==> src/rtl/ex.sv <==
// Execute stage: ALU, HI/LO registers and a 32-step restoring divider.
// Results are registered onto ex_we/ex_waddr/ex_wdata; stall_req_o holds upstream during divides.
//
// state  | meaning
// S_IDLE | accepts any op; divide with nonzero divisor latches operands
// S_BUSY | one shift-subtract step per cycle, r_cnt 0..31
// S_DONE | sign fix-up and HI/LO write, then back to idle
module ex (
  input  logic        clk,
  input  logic        reset_n,
  input  logic [2:0]  alusel_i,
  input  logic [7:0]  aluop_i,
  input  logic [31:0] reg1_data_i,
  input  logic [31:0] reg2_data_i,
  input  logic        wreg_i,
  input  logic [4:0]  waddr_i,
  output logic        ex_we,
  output logic [4:0]  ex_waddr,
  output logic [31:0] ex_wdata,
  output logic        stall_req_o
);

  localparam logic [1:0] S_IDLE = 2'd0;
  localparam logic [1:0] S_BUSY = 2'd1;
  localparam logic [1:0] S_DONE = 2'd2;

  localparam logic [2:0] SEL_LOGIC = 3'b000;
  localparam logic [2:0] SEL_SHIFT = 3'b001;
  localparam logic [2:0] SEL_ARITH = 3'b010;
  localparam logic [2:0] SEL_DIV   = 3'b011;
  localparam logic [2:0] SEL_MOVE  = 3'b100;

  logic [1:0]  r_state;
  logic [4:0]  r_cnt;
  logic [31:0] r_hi;
  logic [31:0] r_lo;
  logic [31:0] r_quot;
  logic [31:0] r_rem;
  logic [31:0] r_divisor;
  logic        r_neg_q;
  logic        r_neg_r;

  logic        w_is_div;
  logic        w_signed;
  logic        w_div_zero;
  logic [31:0] w_a_abs;
  logic [31:0] w_b_abs;
  logic [32:0] w_rem_sh;
  logic [32:0] w_diff;
  logic [31:0] w_q_fix;
  logic [31:0] w_r_fix;
  logic [31:0] w_res;
  logic        w_valid;

  assign w_is_div   = (alusel_i == SEL_DIV) && ((aluop_i == 8'h1A) || (aluop_i == 8'h1B));
  assign w_signed   = (aluop_i == 8'h1A);
  assign w_div_zero = (reg2_data_i == 32'd0);
  assign w_a_abs    = (w_signed && reg1_data_i[31]) ? (32'd0 - reg1_data_i) : reg1_data_i;
  assign w_b_abs    = (w_signed && reg2_data_i[31]) ? (32'd0 - reg2_data_i) : reg2_data_i;

  // Partial remainder stays below the divisor, so bit 32 of the difference is the borrow.
  assign w_rem_sh = {r_rem, r_quot[31]};
  assign w_diff   = w_rem_sh - {1'b0, r_divisor};
  assign w_q_fix  = r_neg_q ? (32'd0 - r_quot) : r_quot;
  assign w_r_fix  = r_neg_r ? (32'd0 - r_rem) : r_rem;

  always_comb begin
    stall_req_o = 1'b0;
    case (r_state)
      S_IDLE:  stall_req_o = w_is_div && !w_div_zero;
      S_BUSY:  stall_req_o = 1'b1;
      default: stall_req_o = 1'b0;
    endcase
  end

  always_comb begin
    w_res   = 32'd0;
    w_valid = 1'b1;
    case (alusel_i)
      SEL_LOGIC:
        case (aluop_i)
          8'h24:        w_res = reg1_data_i & reg2_data_i;
          8'h25, 8'h0D: w_res = reg1_data_i | reg2_data_i;
          8'h26:        w_res = reg1_data_i ^ reg2_data_i;
          8'h27:        w_res = ~(reg1_data_i | reg2_data_i);
          default:      w_valid = 1'b0;
        endcase
      SEL_SHIFT:
        case (aluop_i)
          8'h00:   w_res = reg2_data_i << reg1_data_i[4:0];
          8'h02:   w_res = reg2_data_i >> reg1_data_i[4:0];
          8'h03:   w_res = $signed(reg2_data_i) >>> reg1_data_i[4:0];
          default: w_valid = 1'b0;
        endcase
      SEL_ARITH:
        case (aluop_i)
          8'h21:   w_res = reg1_data_i + reg2_data_i;
          8'h23:   w_res = reg1_data_i - reg2_data_i;
          8'h2A:   w_res = {31'd0, ($signed(reg1_data_i) < $signed(reg2_data_i))};
          8'h2B:   w_res = {31'd0, (reg1_data_i < reg2_data_i)};
          default: w_valid = 1'b0;
        endcase
      SEL_MOVE:
        case (aluop_i)
          8'h10:   w_res = r_hi;
          8'h12:   w_res = r_lo;
          default: w_valid = 1'b0;
        endcase
      default: w_valid = 1'b0;
    endcase
  end

  always_ff @(posedge clk) begin
    if (!reset_n) begin
      r_state   <= S_IDLE;
      r_cnt     <= 5'd0;
      r_hi      <= 32'd0;
      r_lo      <= 32'd0;
      r_quot    <= 32'd0;
      r_rem     <= 32'd0;
      r_divisor <= 32'd0;
      r_neg_q   <= 1'b0;
      r_neg_r   <= 1'b0;
      ex_we     <= 1'b0;
      ex_waddr  <= 5'd0;
      ex_wdata  <= 32'd0;
    end else begin
      ex_we    <= 1'b0;
      ex_waddr <= 5'd0;
      ex_wdata <= 32'd0;
      case (r_state)
        S_IDLE: begin
          if (w_is_div) begin
            if (w_div_zero) begin
              r_lo <= 32'hFFFF_FFFF;
              r_hi <= reg1_data_i;
            end else begin
              r_quot    <= w_a_abs;
              r_rem     <= 32'd0;
              r_divisor <= w_b_abs;
              r_neg_q   <= w_signed && (reg1_data_i[31] ^ reg2_data_i[31]);
              r_neg_r   <= w_signed && reg1_data_i[31];
              r_cnt     <= 5'd0;
              r_state   <= S_BUSY;
            end
          end else if (w_valid) begin
            ex_we    <= wreg_i;
            ex_waddr <= waddr_i;
            ex_wdata <= w_res;
          end
        end
        S_BUSY: begin
          if (!w_diff[32]) begin
            r_rem  <= w_diff[31:0];
            r_quot <= {r_quot[30:0], 1'b1};
          end else begin
            r_rem  <= w_rem_sh[31:0];
            r_quot <= {r_quot[30:0], 1'b0};
          end
          r_cnt <= r_cnt + 5'd1;
          if (r_cnt == 5'd31) r_state <= S_DONE;
        end
        S_DONE: begin
          r_hi    <= w_r_fix;
          r_lo    <= w_q_fix;
          r_state <= S_IDLE;
        end
        default: r_state <= S_IDLE;
      endcase
    end
  end

endmodule

==> config.mk <==
export PLATFORM = sky130hd
export DESIGN_NAME = ex
export DESIGN_NICKNAME = d
export VERILOG_FILES = /design/src/rtl/ex.sv
export SDC_FILE = /design/constraint.sdc
export NUM_CORES = 1
export LEC_CHECK = 0
export CAP_MARGIN = 20
export CORE_MARGIN = 2
export CORE_UTILIZATION = 48
export CTS_BUF_LIST = sky130_fd_sc_hd__clkbuf_16
export CTS_CLUSTER_DIAMETER = 150
export CTS_CLUSTER_SIZE = 14
export DETAILED_ROUTE_END_ITERATION = 10
export DONT_BUFFER_PORTS = 1
export GPL_TIMING_DRIVEN = 0
export SYNTH_ARGS = -nofsm -noshare
export SYNTH_HDL_FRONTEND = slang
export SYNTH_SLANG_ARGS = --single-unit
==> constraint.sdc <==
create_clock -name clk -period 11.1 [get_ports clk]
set_input_delay 2.775 -clock clk [delete_from_list [all_inputs] [get_ports clk]]
set_output_delay 2.775 -clock clk [all_outputs]
set_load 0.02 [all_outputs]
==> results of run 1 <==
## power by group
group	switching (uW)	internal [uW]
clock network	302	307
logic	355	157
registers	2.10	744
total	659	1210
## stage by stage
step	power (uW)	setup WS [ps]	std cells
floorplan	1080	3420	2891
global placement	1240	1870	3476
detailed placement	1240	1870	3482
CTS	1830	1850	3503
global route	1910	1600	3505
finish	1870	1610	3509
## state kept, by name, indices dropped and copies added, names as in the netlist
signal and cells:
ex_wdata 32, r_divisor 32, r_hi 32, r_lo 32
r_quot 32, r_rem 32, ex_waddr 5, r_cnt 5
r_state 2, ex_we 1, r_neg_q 1, r_neg_r 1
## synth_stat cells, types with 8 or more instances
master	instances	area, um2
o21a_1	11	82.6
a21o_1	31	233
o221ai_1	25	219
xnor2_1	110	963
buf_2	16	80.1
a21oi_1	200	1000
o211a_1	39	390
mux2_2	23	259
mux2i_1	93	931
o211ai_1	60	450
o31ai_1	38	285
xor2_1	51	447
or3_1	13	81.3
buf_1	21	78.8
a211oi_1	38	285
clkbuf_1	194	728
a21boi_1	23	173
o221a_2	19	214
a2bb2oi_1	8	70.1
a221oi_1	39	342
nor3_1	40	200
nor4_1	21	131
nor2_1	207	777
and2_1	23	144
o21bai_1	24	180
a31oi_1	26	163
o41ai_1	20	175
mux4_2	15	338
a22oi_1	76	571
nand2_1	350	1310
or2_2	9	56.3
a221o_1	9	90.1
or4_1	12	90.1
o22ai_1	45	282
nand3_1	48	240
nor2b_1	27	169
nand2b_1	26	163
inv_1	138	518
nand4_1	20	125
ha_1	136	1700
a211o_1	9	78.8
dfxtp_1	207	4140
o21ai_0	227	1140
a21boi_0	36	270
## worst max-delay path, delay by kind of cell
family | cells | cell delay [ps]
AO/OA/AOI/OAI | 1 | 230
AND/OR/NAND/NOR | 5 | 2080
buffers and inverters | 5 | 1620
## area by class of cell
class	count	area [um2]	share of cell area
clock buffers	19	475	0.0211
flip-flops and latches	207	4140	0.184
inverters	143	537	0.0239
plain buffers	231	887	0.0395
clock inverters	2	25.0	0.00111
well taps	585	732	0.0326
repair buffers	7	47.5	0.00211
diodes	5	12.5	0.000557
multi-input cells	2310	15600	0.695
## logic make-up (layout without fill, tap and decap cells)
group,after synthesis,after routing
adder cells (fa/ha/maj),139,139
AND/OR/NAND/NOR,820,820
other,0,5
multiplexers,131,131
AO/OA/AOI/OAI,1059,1059
flip-flops,207,207
XOR/XNOR,161,161
buffers and inverters,374,402
## routing by layer
metal | vias up | track usage | routed length [um] | part of all wire
li1 | 10600 | - | - | -
met1 | 11700 | 0.602 | 42200 | 0.39
met2 | 1935 | 0.648 | 43200 | 0.40
met3 | 401 | 0.148 | 15500 | 0.14
met4 | 4 | 0.233 | 7100 | 0.066
met5 | - | 0 | 26 | 0.00024
## path summary, 6_finish.rpt
kind / endpoint / slack, ps / cells past startpoint / startpoint
worst max-delay path: stall_req_o / 1610 / 11 / reg2_data_i[7]
worst min-delay path: r_hi[18] / 450 / 2 / r_hi[18]
worst max register to register: r_rem[22] / 6690 / 15 / r_quot[31]
worst min register to register: r_hi[18] / 450 / 2 / r_hi[18]
==> flow_summary.ini, run 1 <==
[status]
status = complete, no violations

[setup_path]
crit_chain = clkbuf_1, inv_1, nand4_1, nor3_2, nand2_1, nor2_1, a21oi_1, buf_4, nor2_1, clkbuf_1, inv_1
crit_type = in2out
end_kind = primary output
cp.arrival_ps = 6710
cpPeakStageDelay_ps = 530
crit_fanout = 10
cp-start-kind = input port
crit_path_top_delay_cell = nor3_2
required_ps = 8330

[routing]
drtIter0Drc = 4090
drt.antenna.violating_nets = 0
vias = 24600
drc = 0
wl_per_cell_um = 30.8
totalWireLength_um = 108000
vias_per_cell = 7.02
dr.pass1.iters = 7

[finish]
drive_gt1_frac = 0.0456
fin_nets = 3141
area_growth_pct = 6.19
nFillCells = 4374
final_cell_area_um2 = 22500
final_cell_mix = nand2_1, o21ai_0, nor2_1, dfxtp_1, a21oi_1
final_common_cell = nand2_1
final_core_util = 0.520

[timing]
clock.fmax_mhz = 105
worst_slew_pin_slew_ps = 1220
whs_ps = 454
maxSlewViolCount = 0
slew-limit-headroom = 0.188
hold_violations = 0
post-route-min-period_ps = 9490
setup_viol = 0
skew_ps = 19.8
finalSetupTns_ps = 0
rsz0062_at_grt = false
finalCritPeriodShare = 0.855

[logic_synthesis]
synth.net_count = 3113
synthAdderAreaFrac = 0.0832
yosysUniqueCellTypes = 84
synth_xor_area_frac = 0.0666
ys_seq_area_frac = 0.196
yosys_warnings = 0
synth_edf_count = 0
synth_cells = 2891
synth-simple-area-share = 0.174
synth_top_family_by_area = compound AO/OA/AOI/OAI gates
muxShareOfSynthArea = 0.0722
synth-compound-area-share = 0.341
synth_seq_cells = 207
synth_area_um2 = 21200
async_reset_ff_frac = 0
ys.flop_type = dfxtp_1
syn_avg_cell_area_um2 = 7.32

[floorplan]
initial_utilization = 0.489
die_x_um = 214
pin_count = 122
chipHeight_um = 214
std_cell_rows = 76
design.die.area_um2 = 45800
core-area_um2 = 43300

[clock_tree]
cts.htree.levels = 1
clockBufferDepth = 3
cts_made_buffers = 19
clk_latency_ps = 530
path_clk_slew_ps = 70
postCtsHoldBufs = 0
cts_num_sinks = 207
postCtsSetupRepairBufs = 0
ctsResizeCount = 0
cts-root-buf = clkbuf_16
cts_tree = done

[run]
max_cap_violations = 0

[global_route]
track_usage = 0.452
antenna_found_initial = 4
overflow = 0
grt_pass1_wl_um = 155000
grt_max_degree = 15
first_global_vias = 22700

[pwr]
vdd.ir_drop.worst_mv = 0.113
pwr_density_cell_nw_per_um2 = 83.0
power.leakage_uw = 0.00870

[min_path]
hold_path.class = reg2reg

[place]
place_congestion = 1.06
portBuffers = 0
dpl_cell_area_um2 = 22000
dpl.hpwl_um = 86600
No activity file was read; power rests on OpenSTA's default activity.
==> run 2: changes to the inputs <==
--- a/config.mk
+++ b/config.mk
@@ -8,7 +8,6 @@
 export CAP_MARGIN = 20
 export CORE_MARGIN = 2
 export CORE_UTILIZATION = 48
-export CTS_BUF_LIST = sky130_fd_sc_hd__clkbuf_16
 export CTS_CLUSTER_DIAMETER = 150
 export CTS_CLUSTER_SIZE = 14
 export DETAILED_ROUTE_END_ITERATION = 10
==> results of run 2 <==
Same layout as run 1: the final DEF is identical, and so are final timing and power.
